**src/rtl/jk_pkg.sv**
```systemverilog
// Shared types for the JK sequence driver: FSM state encoding and the per-bit {j,k} drive pair.
package jk_pkg;

  typedef enum logic [2:0] {
    S_IDLE,
    S_STEP,
    S_CHECK,
    S_DONE,
    S_ERR
  } state_t;

  typedef struct packed {
    logic j;
    logic k;
  } jk_t;

endpackage

```
**src/rtl/jk_excite.sv**
```systemverilog
// Single-bit JK excitation: picks the {j,k} pair that moves a JK flip-flop from q to nxt.
module jk_excite
  import jk_pkg::*;
#(
  parameter int USE_TOGGLE = 0
) (
  input  logic i_q,
  input  logic i_nxt,
  output jk_t  o_jk
);

  always_comb begin
    o_jk = '0;
    if (i_q != i_nxt) begin
      if (USE_TOGGLE != 0) begin
        o_jk.j = 1'b1;
        o_jk.k = 1'b1;
      end else if (i_nxt) begin
        o_jk.j = 1'b1;
      end else begin
        o_jk.k = 1'b1;
      end
    end
  end

endmodule

```
**src/rtl/jk_seq_driver.sv**
```systemverilog
// Walks an external JK register one unit at a time toward a target, verifying each step via Q feedback.
module jk_seq_driver
  import jk_pkg::*;
#(
  parameter int WIDTH      = 4,
  parameter int USE_TOGGLE = 0
) (
  input  logic             clk,
  input  logic             rst,
  input  logic             start,
  input  logic [WIDTH-1:0] target,
  input  logic [WIDTH-1:0] q_fb,
  output logic [WIDTH-1:0] j,
  output logic [WIDTH-1:0] k,
  output logic             busy,
  output logic             done,
  output logic             err
);

  state_t           r_state;
  state_t           w_next;
  logic [WIDTH-1:0] r_tgt;
  logic [WIDTH-1:0] r_exp;
  logic             r_err;
  logic [WIDTH-1:0] w_tgt_eff;
  logic [WIDTH-1:0] w_nxt;
  logic [WIDTH-1:0] w_j;
  logic [WIDTH-1:0] w_k;
  jk_t              w_jk [WIDTH];

  always_ff @(posedge clk) begin
    if (!rst) r_state <= S_IDLE;
    else      r_state <= w_next;
  end

  always_comb begin
    w_next = r_state;
    case (r_state)
      S_IDLE:  if (start) w_next = (target == q_fb) ? S_DONE : S_STEP;
      S_STEP:  w_next = S_CHECK;
      S_CHECK: begin
        if (q_fb != r_exp)       w_next = S_ERR;
        else if (r_exp == r_tgt) w_next = S_DONE;
        else                     w_next = S_STEP;
      end
      S_DONE:  w_next = S_IDLE;
      S_ERR:   w_next = S_IDLE;
      default: w_next = S_IDLE;
    endcase
  end

  always_comb begin
    busy = (r_state == S_STEP) || (r_state == S_CHECK) || (r_state == S_DONE);
    done = (r_state == S_DONE);
    err  = r_err;
  end

  // The step is planned on the edge that enters STEP, so j/k are already driven
  // during STEP and the flip-flops land on nxt by the time CHECK samples q_fb.
  // Coming out of IDLE the target has not been latched yet, so use the port.
  always_comb begin
    w_tgt_eff = (r_state == S_IDLE) ? target : r_tgt;
    w_nxt     = (w_tgt_eff > q_fb) ? q_fb + WIDTH'(1) : q_fb - WIDTH'(1);
  end

  for (genvar g = 0; g < WIDTH; g++) begin : g_exc
    jk_excite #(.USE_TOGGLE(USE_TOGGLE)) u_exc (
      .i_q   (q_fb[g]),
      .i_nxt (w_nxt[g]),
      .o_jk  (w_jk[g])
    );
    assign w_j[g] = w_jk[g].j;
    assign w_k[g] = w_jk[g].k;
  end

  always_ff @(posedge clk) begin
    if (!rst) begin
      j     <= '0;
      k     <= '0;
      r_tgt <= '0;
      r_exp <= '0;
      r_err <= 1'b0;
    end else begin
      j <= '0;
      k <= '0;
      if (w_next == S_STEP) begin
        j     <= w_j;
        k     <= w_k;
        r_exp <= w_nxt;
      end
      if ((r_state == S_IDLE) && start) begin
        r_tgt <= target;
        r_err <= 1'b0;
      end
      if (w_next == S_ERR) r_err <= 1'b1;
    end
  end

endmodule

```
**config.mk**
```make
export PLATFORM = sky130hd
export DESIGN_NAME = jk_seq_driver
export DESIGN_NICKNAME = d
export VERILOG_FILES = /design/src/rtl/jk_pkg.sv /design/src/rtl/jk_excite.sv /design/src/rtl/jk_seq_driver.sv
export SDC_FILE = /design/constraint.sdc
export NUM_CORES = 1
export LEC_CHECK = 0
export BUFFER_PORTS_ARGS = -buffer_cell sky130_fd_sc_hd__buf_2
export CAP_MARGIN = 20
export CORE_MARGIN = 4
export CORE_UTILIZATION = 55
export CTS_CLUSTER_DIAMETER = 30
export DETAILED_ROUTE_END_ITERATION = 12
export PLACE_DENSITY = 0.89
export SLEW_MARGIN = 20
export SYNTH_ARGS = -nofsm -noshare
export SYNTH_HDL_FRONTEND = slang
export SYNTH_SLANG_ARGS = --single-unit
```
**constraint.sdc**
```tcl
create_clock -name clk -period 7.3 [get_ports clk]
set_clock_uncertainty 0.15 [all_clocks]
set_input_delay 1.095 -clock clk [delete_from_list [all_inputs] [get_ports clk]]
set_output_delay 1.095 -clock clk [all_outputs]
set_load 0.02 [all_outputs]
```
; Word level (Yosys, flattened, before mapping)
; Cells that the tools add are included.
[word_totals]
register_bits = 20
input_bits = 11
[op_classes]
n_addsub = 2
order_cmp = 1
n_eq_ne = 12
n_mux = 17
n_reduce_logical = 9
[ops]
columns = cell, count
row1 = $reduce_and A3 Y1, 4
row2 = $mux W1, 10
row3 = $pmux W3 S3, 1
row4 = $eq A4 B4 Y1, 2
row5 = $mux W4, 2
row6 = $eq A3 B1 Y1 const B, 2
row7 = $eq A3 B2 Y1 const B, 2
row8 = $mux W3, 2
row9 = $add A4 B1 Y4 const B, 1
row10 = $gt A4 B4 Y1, 1
row11 = $mux W2, 2
row12 = $ne A1 B1 Y1, 4
row13 = $ne A4 B4 Y1, 1
row14 = $sub A4 B1 Y4 const B, 1
row15 = $eq A3 B3 Y1 const B, 1
row16 = $logic_not A3 Y1, 1
row17 = $logic_or A1 B1 Y1, 2
row18 = $reduce_bool A2 Y1, 1
row19 = $logic_and A1 B1 Y1, 1

; Longest topological paths before layout
; Gate-level depths: netlist of the first run.
[logic_depth]
depth_word = 6
depth_mapped = 13

; By module
; A second synthesis of the first run with hierarchy kept.
[hier_totals]
hier_cells = 123
area_unflattened_um2 = 1138.6
[by_module_without_submodules]
columns = mod, n_inst, cells_each, area_per_inst_um2
row1 = jk_seq_driver, 1, 115, 1078.5
row2 = jk_excite, 4, 2, 15.0

; Worst setup path after synthesis of the first run
; No wires, ideal clock.
[synth_path]
path_kind = input to register
from = input port target[2]
to = register r_exp[3]
setup_ps = 135
arrival_ps = 3462
required_ps = 7015
path_slack_ps = 3553
stages = 11
n_path_buf = 0
path_cell_list = mux2_2 -> ha_1 -> a41oi_1 -> and2_1 -> inv_1 -> ha_1 -> a21oi_1 -> nand2_1 -> and4_1 -> o41ai_1 -> mux2i_1
[synth_between]
elab_chain_len = 5
word_cells_on_any_way = 8
cone_classes = order compare (1) / eq/ne (2) / mux (5)
[synth_rtl]
columns = item, line
row1 = "start, declared", jk_seq_driver.sv:11  ; input logic [WIDTH-1:0] target,
row2 = $eq A4 B4 Y1, jk_seq_driver.sv:39  ; S_IDLE: if (start) w_next = (target == q_fb) ? S_DONE : S_STEP;
row3 = $mux W2, jk_seq_driver.sv:39
row4 = $mux W3, jk_seq_driver.sv:39
row5 = $pmux W3 S3, jk_seq_driver.sv:38  ; case (r_state)
row6 = $eq A3 B1 Y1, jk_seq_driver.sv:86  ; if (w_next == S_STEP) begin
row7 = "end signal, assigned", jk_seq_driver.sv:89  ; r_exp <= w_nxt;
row8 = "end, declared", jk_seq_driver.sv:23  ; logic [WIDTH-1:0] r_exp;
; Several ways; a longest one is shown, not always the timed one.
; A chain may end at the register's enable or synchronous reset.

; Worst setup path in the final report of the first run
[layout_path]
from = register r_state[0]
to = register r_exp[3]
[layout_between]
elab_chain_len = 4
word_cells_on_any_way = 9
cone_classes = order compare (1) / eq/ne (3) / mux (4) / reduce/logical (1)
[layout_rtl]
columns = item, line
row1 = "start, declared", jk_seq_driver.sv:20  ; state_t r_state;
row2 = "start signal, assigned", jk_seq_driver.sv:33  ; else r_state <= w_next;
row3 = $logic_not A3 Y1, "jk_seq_driver.sv:38, jk_seq_driver.sv:62"
row4 = $mux W4, jk_seq_driver.sv:62  ; w_tgt_eff = (r_state == S_IDLE) ? target : r_tgt;
row5 = $gt A4 B4 Y1, jk_seq_driver.sv:63  ; w_nxt = (w_tgt_eff > q_fb) ? q_fb + WIDTH'(1) : q_fb - WIDTH'(1);
row6 = $mux W4, jk_seq_driver.sv:63
; Several ways; a longest one is shown, not always the timed one.

==> results of run 1 <==
## flip-flops by register name (all words and copies together) (netlist names)
signal   flops
r_state      3
err          1
r_exp        4
r_tgt        4
k            4
j            4
## stage by stage
stage	cells	worst slack, ps	hold WS, ps
CTS	172	3360	362
global route	172	3180	387
finish	172	3370	363
floorplan	121	3550	308
global placement	168	3320	325
detailed placement	168	3150	334
## worst register-to-register path, stage by stage, from the launching register on
cell,delay (ps)
dfxtp_1,390
nor3_4,480
mux2_2,400
ha_1,310
a41oi_1,370
and2_1,250
inv_1,100
ha_1,300
a21oi_1,200
nand2_1,140
and4_1,230
o41ai_1,350
mux2i_1,120
## how the worst min path moves through the flow
stage | slack [ps] | startpoint | to
final | 360 | r_exp[3] | r_exp[3]
after global routing | 390 | r_exp[3] | r_exp[3]
after CTS | 360 | r_exp[3] | r_exp[3]
after detailed placement | 330 | r_tgt[1] | r_tgt[1]
after global placement | 320 | r_tgt[0] | r_tgt[0]
after floorplan | 310 | r_tgt[3] | r_tgt[3]
## metal layers
| metal | wire, microns | track usage | vias up |
|---|---|---|---|
| li1 | - | - | 482 |
| met1 | 1090 | 0.219 | 492 |
| met2 | 1470 | 0.380 | 24 |
| met3 | 73 | 0.0272 | 7 |
| met4 | 58 | 0.108 | 0 |
| met5 | 0 | 0 | - |
## Yosys cell counts
| cell type | n | area share |
|---|---|---|
| xor2_1 | 13 | 0.096 |
| mux2_2 | 3 | 0.028 |
| and2_1 | 1 | 0.0053 |
| a22oi_1 | 1 | 0.0063 |
| nor4bb_1 | 1 | 0.0084 |
| nand3b_1 | 2 | 0.013 |
| nor3b_2 | 1 | 0.011 |
| a211oi_1 | 2 | 0.013 |
| nor3_1 | 2 | 0.0084 |
| inv_1 | 7 | 0.022 |
| nor2_1 | 7 | 0.022 |
| and4_1 | 1 | 0.0074 |
| a21oi_1 | 6 | 0.025 |
| a21boi_4 | 1 | 0.016 |
| o2bb2ai_1 | 1 | 0.0074 |
| nand2b_1 | 1 | 0.0053 |
| a41oi_1 | 1 | 0.0074 |
| mux2i_1 | 4 | 0.034 |
| nor3_4 | 1 | 0.014 |
| nor3b_1 | 3 | 0.019 |
| a31o_2 | 1 | 0.0074 |
| o211a_1 | 1 | 0.0084 |
| nand3_1 | 5 | 0.021 |
| nor4_1 | 1 | 0.0053 |
| nand2_1 | 11 | 0.035 |
| dfxtp_1 | 20 | 0.34 |
| xnor2_1 | 1 | 0.0074 |
| nor4_4 | 1 | 0.018 |
| buf_1 | 1 | 0.0032 |
| or3b_2 | 1 | 0.0074 |
| nand2_4 | 1 | 0.0095 |
| a2111oi_4 | 1 | 0.023 |
| ha_1 | 7 | 0.074 |
| o41ai_1 | 1 | 0.0074 |
| fa_1 | 1 | 0.017 |
| and3_2 | 4 | 0.025 |
| and2_2 | 2 | 0.013 |
| and3b_2 | 1 | 0.0084 |
| a221oi_1 | 1 | 0.0074 |
## layout make-up
| type | instances | area (sq um) |
|---|---|---|
| fillers | 155 | 624 |
| repair buffers | 21 | 105 |
| flip-flops and latches | 20 | 400 |
| inverters | 7 | 26.3 |
| clock inverters | 1 | 30.0 |
| well taps | 27 | 33.8 |
| clock buffers | 3 | 22.5 |
| multi-input cells | 93 | 759 |
## power groups by stage
stage	Sequential, mW	Clock, mW	Combinational, mW
4_1_cts	0.125	0.0918	0.0984
3_3_place_gp	0.127	0	0.0920
3_5_place_dp	0.128	0	0.0978
2_1_floorplan	0.130	0	0.0709
6_report	0.125	0.0925	0.0984
5_1_grt	0.126	0.0967	0.109
## cell families after synthesis
logic type	synth area share
DFF	0.336
AOI/OAI and AO/OA	0.128
adders and majority gates	0.0904
xor gates and xnor gates	0.103
buffers and inverters	0.0252
and+or+nand+nor	0.254
muxes	0.0620
==> results.md, run 1 <==
- Vias post-DR: between 1000 and 1500
- Endpoints failing setup: 0
- Hold depth: 2
- Final Cell Area: about 0.0014 sq mm
- Die width: roughly 55 microns
- Status: finished, final reports clean
- CTS Buf Count: 3
- RSZ-0062 raised after global routing: false
- Slew of the pin with the lowest slew margin: 578 ps
- Pwr/cell area: between 200 and 250 mW/mm^2
- Slowest cell on crit path: nor3_4
- Crit path kind: reg -> reg
- Crit path depth: 12
- Layout area overhead: 15.8%
- Min Clock Period, post-route: roughly 3900 ps
- Num rows: 16
- Switching share of power: 0.320
- Max Freq: ~250 MHz
- Critical path required time: 7340 ps
- Setup crit end: r_exp[3]
- CP max stage delay: 480 ps
- Antenna-violating nets left: 0
- Seq/Total Area, Yosys: 0.336
- R2R Path End: r_exp[3]
- Fraction of layout cells with a size suffix above 1: 0.297
- Setup TNS: 0 ps
- Tcrit/Tclk final: 0.538
- Buf/Inv on CP: 1
- Clk slew on worst S/H paths: 120 ps
- P_leak: about 0.66 nW
- Total Wirelength: 2.69 mm
- Max-cap viol count: 0
- H-tree levels: 1
- Register bit total from synthesis: 20
- Synthesis warning total: 0
- Full die area: 0.00297 sq mm
- Crit path max-delay family: simple AND/OR/NAND/NOR gates
- Mapped Nets: 140
- Logic pwr share: 0.311
- Worst Path Max Fanout: 9
- Power, Total: 0.316 mW
- Most frequent cells in the layout: buf_2, dfxtp_1, xor2_1
- Placed Instance Area: about 0.0013 sq mm
- Die height: 54.5 microns
- Commonest non-fill, non-tap cell in the layout: buf_2
- R2R depth: 12
- Gpl congestion: 0.842
- Flop2flop setup slack: around 3400 ps
- Worst reg2reg path startpoint: r_state[0]
- 1st-pass router iterations: 4
- Initial Util: 0.594
- DRC: 0
- GRT Total Usage: 0.204
- Final HPWL DP: 2.05 mm
- Utilization after layout: 0.688
- CP startpoint kind: flop
- Final nets: around 170
- CTS Sinks: 20
- Core footprint: 0.00200 sq mm
- Worst Hold Class: reg -> reg
- Post-CTS Setup Inserts: 0
- Initial antenna violation count: 0
- Worst skew pair latency: between 300 and 400 ps
- Synth unique cells: 39
- Final hold viol count: 0
- Pin count of the biggest net entering global routing: 13
- First-pass GRT wire length: 4.27 mm
- 1st-iter DRT viols: 14
- Post_cts resized: 0
- CP Launch Point: r_state[0]
- Sequential Power Share: 0.396
- CTS tree: done
- Per-cell routed wire length: between 15 and 20 microns
- Int Power: 0.215 mW
- Vias in the first global route: 948
- Clk buf depth: 2
- CTS root buffer: clkbuf_4
- Most used cell, CP: ha_1
- Worst Path Arrival: between 3000 and 4000 ps
- PortBufs: 21
- Crit end category: flop
- Synth Instances: 121
- Pins Over Slew Limit: 0
- Syn Area/Cell: 9.83 sq um
- Worst VDD drop: 0.000122 V
- Antenna diodes: 0
- Clock share of power: 0.292
- Worst path cell trace: nor3_4 -> mux2_2 -> ha_1 -> a41oi_1 -> and2_1 -> inv_1 -> ha_1 -> a21oi_1 -> nand2_1 -> and4_1 -> o41ai_1 -> mux2i_1
- Sw power: 0.101 mW
- Vias per cell: between 5 and 6
- Mapped cell area: 0.00119 sq mm
- I/O pin count: 22
- Relative slew slack: 0.614
- GRT overflow: 0
- CTS Hold Bufs: 0
Note: power is estimated with default switching activity, not from simulation.
==> run 2, diff against run 1 <==
--- a/config.mk
+++ b/config.mk
@@ -8,10 +8,10 @@
 export BUFFER_PORTS_ARGS = -buffer_cell sky130_fd_sc_hd__buf_2
 export CAP_MARGIN = 20
 export CORE_MARGIN = 4
-export CORE_UTILIZATION = 55
+export CORE_UTILIZATION = 54
 export CTS_CLUSTER_DIAMETER = 30
 export DETAILED_ROUTE_END_ITERATION = 12
-export PLACE_DENSITY = 0.89
+export PLACE_DENSITY = 0.88
 export SLEW_MARGIN = 20
 export SYNTH_ARGS = -nofsm -noshare
 export SYNTH_HDL_FRONTEND = slang
==> constraint.sdc (replaced) <==
create_clock -name clk -period 3.89 [get_ports clk]
set_clock_uncertainty 0.15 [all_clocks]
set_input_delay 0.5835 -clock clk [delete_from_list [all_inputs] [get_ports clk]]
set_output_delay 0.5835 -clock clk [all_outputs]
set_load 0.02 [all_outputs]
==> results.md, run 2 (synthesis gave the netlist of run 1 again) <==
- CTS Sinks: 20
- Critical path required time: 3920 ps
- Worst Hold Class: reg -> reg
- Vias per cell: 5.90
- CP startpoint kind: flop
- Fraction of layout cells with a size suffix above 1: 0.315
- DRC: 0
- Status: finished, final reports clean
- P_leak: 0.674 nW
- Tcrit/Tclk final: 0.958
- Per-cell routed wire length: 16.0 microns
- Crit path max-delay family: simple AND/OR/NAND/NOR gates
- CTS Hold Bufs: 0
- Worst skew pair latency: approximately 300 ps
- Placed Instance Area: 0.00133 sq mm
- Final worst slack: 163 ps
- H-tree levels: 1
- Commonest non-fill, non-tap cell in the layout: buf_2
- Worst Path Max Fanout: 6
- I/O pin count: 22
- Max-cap viol count: 0
- Crit path kind: reg -> reg
- Utilization after layout: 0.692
- Full die area: 0.00302 sq mm
- Initial Util: 0.588
- Core footprint: 0.00202 sq mm
- Final hold viol count: 0
- Layout area overhead: 17.7%
- Crit end category: flop
- Final Cell Area: 0.00140 sq mm
- Clk buf depth: 2
- Worst VDD drop: 0.000250 V
- CP max stage delay: 390 ps
- CTS Buf Count: 3
- GRT overflow: 0
- Final nets: ~170
- Most frequent cells in the layout: buf_2, dfxtp_1, xor2_1
- Filler instances: 160
- Min Clock Period, post-route: 3730 ps
- Relative slew slack: 0.598
- Pins Over Slew Limit: 0
- PortBufs: 21
- Worst path cell trace: nor3_4 -> buf_4 -> mux2i_1 -> ha_1 -> a41oi_2 -> and2_1 -> inv_1 -> ha_1 -> a21oi_1 -> nand2_1 -> and4_1 -> o41ai_2 -> mux2i_1
- Antenna diodes: 0
- Die height: between 50 and 60 microns
- Slew of the pin with the lowest slew margin: 601 ps
- Gpl congestion: slightly below 0.8
- Endpoints failing setup: 0
- Dpl ws: 99.9 ps
- Pwr/cell area: ~430 mW/mm^2
- Vias in the first global route: 955
- CTS root buffer: clkbuf_4
- Vias post-DR: 1021
- CTS tree: done
- 1st-iter DRT viols: 23
- Die width: between 50 and 60 microns
- Total Wirelength: 2.76 mm
- 1st-pass router iterations: 4
- Antenna-violating nets left: 0
- Final HPWL DP: 2.13 mm
- Num rows: 16
- Max Freq: roughly 270 MHz
- Worst Path Arrival: 3750 ps
- Pin count of the biggest net entering global routing: 13
- Slowest cell on crit path: dfxtp_1
- First-pass GRT wire length: 4.35 mm
- Initial antenna violation count: 0
- Clk slew on worst S/H paths: ~120 ps
- Buf/Inv on CP: 2
- GRT Total Usage: 0.203
-- run 2: worst paths after layout --
check,from,endpoint,cells past startpoint,slack [ps]
max reg2reg,r_state[2],r_exp[3],13,160
min reg2reg,r_tgt[1],r_tgt[1],2,350
min,r_tgt[1],r_tgt[1],2,350
max,r_state[2],r_exp[3],13,160
-- run 2: cell type report --
cell class              instances  area (sq um)  share of cell area
multi-input cells              93           774               0.553
flip-flops and latches         20           400               0.286
repair buffers                 22           113              0.0804
well taps                      27          33.8              0.0241
clock inverters                 1          30.0              0.0214
inverters                       7          26.3              0.0188
clock buffers                   3          22.5              0.0161
-- run 2: per-layer routing --
layer,vias up,global-route usage,part of all wire
li1,481,-,-
met1,503,0.246,0.40
met2,30,0.364,0.54
met3,7,0.00804,0.038
met4,0,0.101,0.022
met5,-,0,0
-- run 2: report_power, final --
| part | switching (mW) | internal (mW) |
|---|---|---|
| registers | 0.0145 | 0.221 |
| clock network | 0.0664 | 0.104 |
| logic | 0.114 | 0.0821 |
| total | 0.195 | 0.407 |
-- run 2: tightest hold or removal path, stage by stage, from the launching register on --
cell and delay [ps]:
dfxtp_1 350, nand2_1 60, a21oi_1 50
-- run 2: metrics by stage --
stage	total power, mW	std cells	hold WS, ps	setup TNS, ps
final	0.602	173	350	0
after global routing	0.631	173	366	-4.58
after CTS	0.596	173	350	0
after detailed placement	0.428	169	333	0
after global placement	0.413	169	328	0
after floorplan	0.377	121	308	0
-- run 2: timing repair --
action | 4_1_cts | 5_1_grt
setup endpoints to repair | 0 | 1
setup buffers | 0 | 0
resized for setup | 0 | 2
==> run 3, diff against run 2 <==
--- a/config.mk
+++ b/config.mk
@@ -8,10 +8,10 @@
 export BUFFER_PORTS_ARGS = -buffer_cell sky130_fd_sc_hd__buf_2
 export CAP_MARGIN = 20
 export CORE_MARGIN = 4
-export CORE_UTILIZATION = 54
+export CORE_UTILIZATION = 49
 export CTS_CLUSTER_DIAMETER = 30
 export DETAILED_ROUTE_END_ITERATION = 12
-export PLACE_DENSITY = 0.88
+export PLACE_DENSITY = 0.84
 export SLEW_MARGIN = 20
 export SYNTH_ARGS = -nofsm -noshare
 export SYNTH_HDL_FRONTEND = slang
==> constraint.sdc (replaced) <==
create_clock -name clk -period 3.2 [get_ports clk]
set_clock_uncertainty 0.15 [all_clocks]
set_input_delay 0.48 -clock clk [delete_from_list [all_inputs] [get_ports clk]]
set_output_delay 0.48 -clock clk [all_outputs]
set_load 0.02 [all_outputs]
==> results.md, run 3 (synthesis gave the netlist of run 1 again) <==
- Slew of the pin with the lowest slew margin: about 580 ps
- Worst skew pair latency: 300 ps
- Final worst slack: approximately 150 ps
- CTS Buf Count: 3
- Int Power: roughly 0.46 mW
- Endpoints failing setup: 0
- Slowest cell on crit path: dfxtp_2
- Critical path required time: 3230 ps
- Final Cell Area: 0.00153 sq mm
- Num rows: 17
- Total Wirelength: 2.81 mm
- Worst path cell trace: nor3_4 -> mux2_4 -> ha_4 -> a211oi_2 -> nand2_1 -> and2_4 -> inv_2 -> ha_4 -> a21oi_4 -> nand2_4 -> and4_1 -> o41ai_2 -> mux2i_1
- First-pass GRT wire length: 4.69 mm
- Crit end category: flop
- Pins Over Slew Limit: 0
- Worst Hold Class: in -> reg
- Final hold viol count: 0
- CTS tree: done
- PortBufs: 21
- Per-cell routed wire length: 15.6 microns
- Die height: 57.3 microns
- Worst Path Arrival: 3080 ps
- Logic pwr share: 0.429
- GRT Total Usage: 0.181
- Worst Path Max Fanout: 4
- 1st-iter DRT viols: 19
- Fraction of layout cells with a size suffix above 1: 0.421
- Initial antenna violation count: 0
- Commonest non-fill, non-tap cell in the layout: buf_2
- Sequential Power Share: 0.400
- Layout area overhead: 28.3%
- Placed insts: between 150 and 200
- Die width: ~57 microns
- Full die area: 0.00328 sq mm
- Most frequent cells in the layout: buf_2, dfxtp_1, xor2_1
- Most used cell, CP: ha_4
- Tcrit/Tclk final: 0.953
- Worst Hold Slack: ~270 ps
- Relative slew slack: 0.611
- Antenna-violating nets left: 0
- 1st-pass router iterations: 4
- CTS root buffer: clkbuf_4
- Filler instances: 188
- Initial Util: 0.528
- Vias per cell: 5.57
- Setup TNS: 0 ps
- CTS Sinks: 20
- Max Freq: 328 MHz
- Clock share of power: 0.171
- Gpl congestion: approximately 0.85
- H-tree levels: 1
- Final Non-Filler Cells: 180
- Vias post-DR: 1003
- Switching share of power: 0.356
- CTS Hold Bufs: 0
- Final nets: approximately 170
- Power, Total: between 0.7 and 0.8 mW
- Sw power: around 0.25 mW
- Pin count of the biggest net entering global routing: 11
- Sequential cell area: roughly 400 sq um
- Crit path kind: reg -> reg
- Dpl ws: -6.71 ps
- CP startpoint kind: flop
- I/O pin count: 22
- Placed Instance Area: 0.00143 sq mm
- Vias in the first global route: roughly 1000
- Utilization after layout: 0.677
- Max-cap viol count: 0
- Status: finished, final reports clean
- Pwr/cell area: 467 mW/mm^2
- Final HPWL DP: 2.19 mm
- GRT overflow: 0
- P_leak: slightly above 0.7 nW
- Area occupied by multi-input gates: 872 sq um
- Clk buf depth: 2
- Worst VDD drop: 0.000321 V
- DRC: 0
- Min Clock Period, post-route: 3050 ps
- Clk slew on worst S/H paths: 110 ps
- Core footprint: 0.00225 sq mm
- Antenna diodes: 0
- CP max stage delay: 350 ps
==> run 3: cell types whose count changed in the layout (fill, tap and decap cells not counted), sizes merged <==
cell and delta:
buf +7, bufinv -1
==> run 3: power groups by stage <==
stage	Clock [mW]	Sequential, mW	Combinational, mW
after global placement	0	0.290	0.252
after detailed placement	0	0.291	0.265
after global routing	0.138	0.289	0.337
after floorplan	0	0.296	0.185
final	0.122	0.286	0.306
after CTS	0.124	0.285	0.266
==> run 3: path summary, 6_finish.rpt <==
path | endpoint | slack [ps] | startpoint | cells after the start
setup / recovery | r_exp[3] | 150 | r_state[1] | 13
hold / removal | j[3] | 270 | q_fb[3] | 2
setup reg to reg | r_exp[3] | 150 | r_state[1] | 13
hold reg to reg | err | 350 | err | 1
==> run 3: timing repair <==
action,in CTS,in global routing
buffers inserted,0,2
endpoints found under the setup margin,1,1
gates resized for setup,0,12
pin swaps,1,3
==> run 3: metal layers <==
layer	global-route usage	share of wire	wire, microns
met1	0.221	0.45	1270
met2	0.321	0.49	1360
met3	0.0271	0.044	124
met4	0.0662	0.019	54
met5	0	0	0
==> run 3: layout make-up <==
cell class / count / share of cell area
multi-input cells: 93 / 0.571
flip-flops and latches: 20 / 0.263
repair buffers: 29 / 0.111
well taps: 28 / 0.0230
inverters: 7 / 0.0172
clock buffers: 3 / 0.0148
==> run 3: critical path, delay by kind of cell, from the launching register on <==
kind | cells | cell delay (ps)
AO/OA/AOI/OAI | 3 | 550
multiplexers | 2 | 460
adder cells (fa/ha/maj) | 2 | 440
AND/OR/NAND/NOR | 5 | 880
buffers and inverters | 1 | 80
flip-flops | 1 | 350
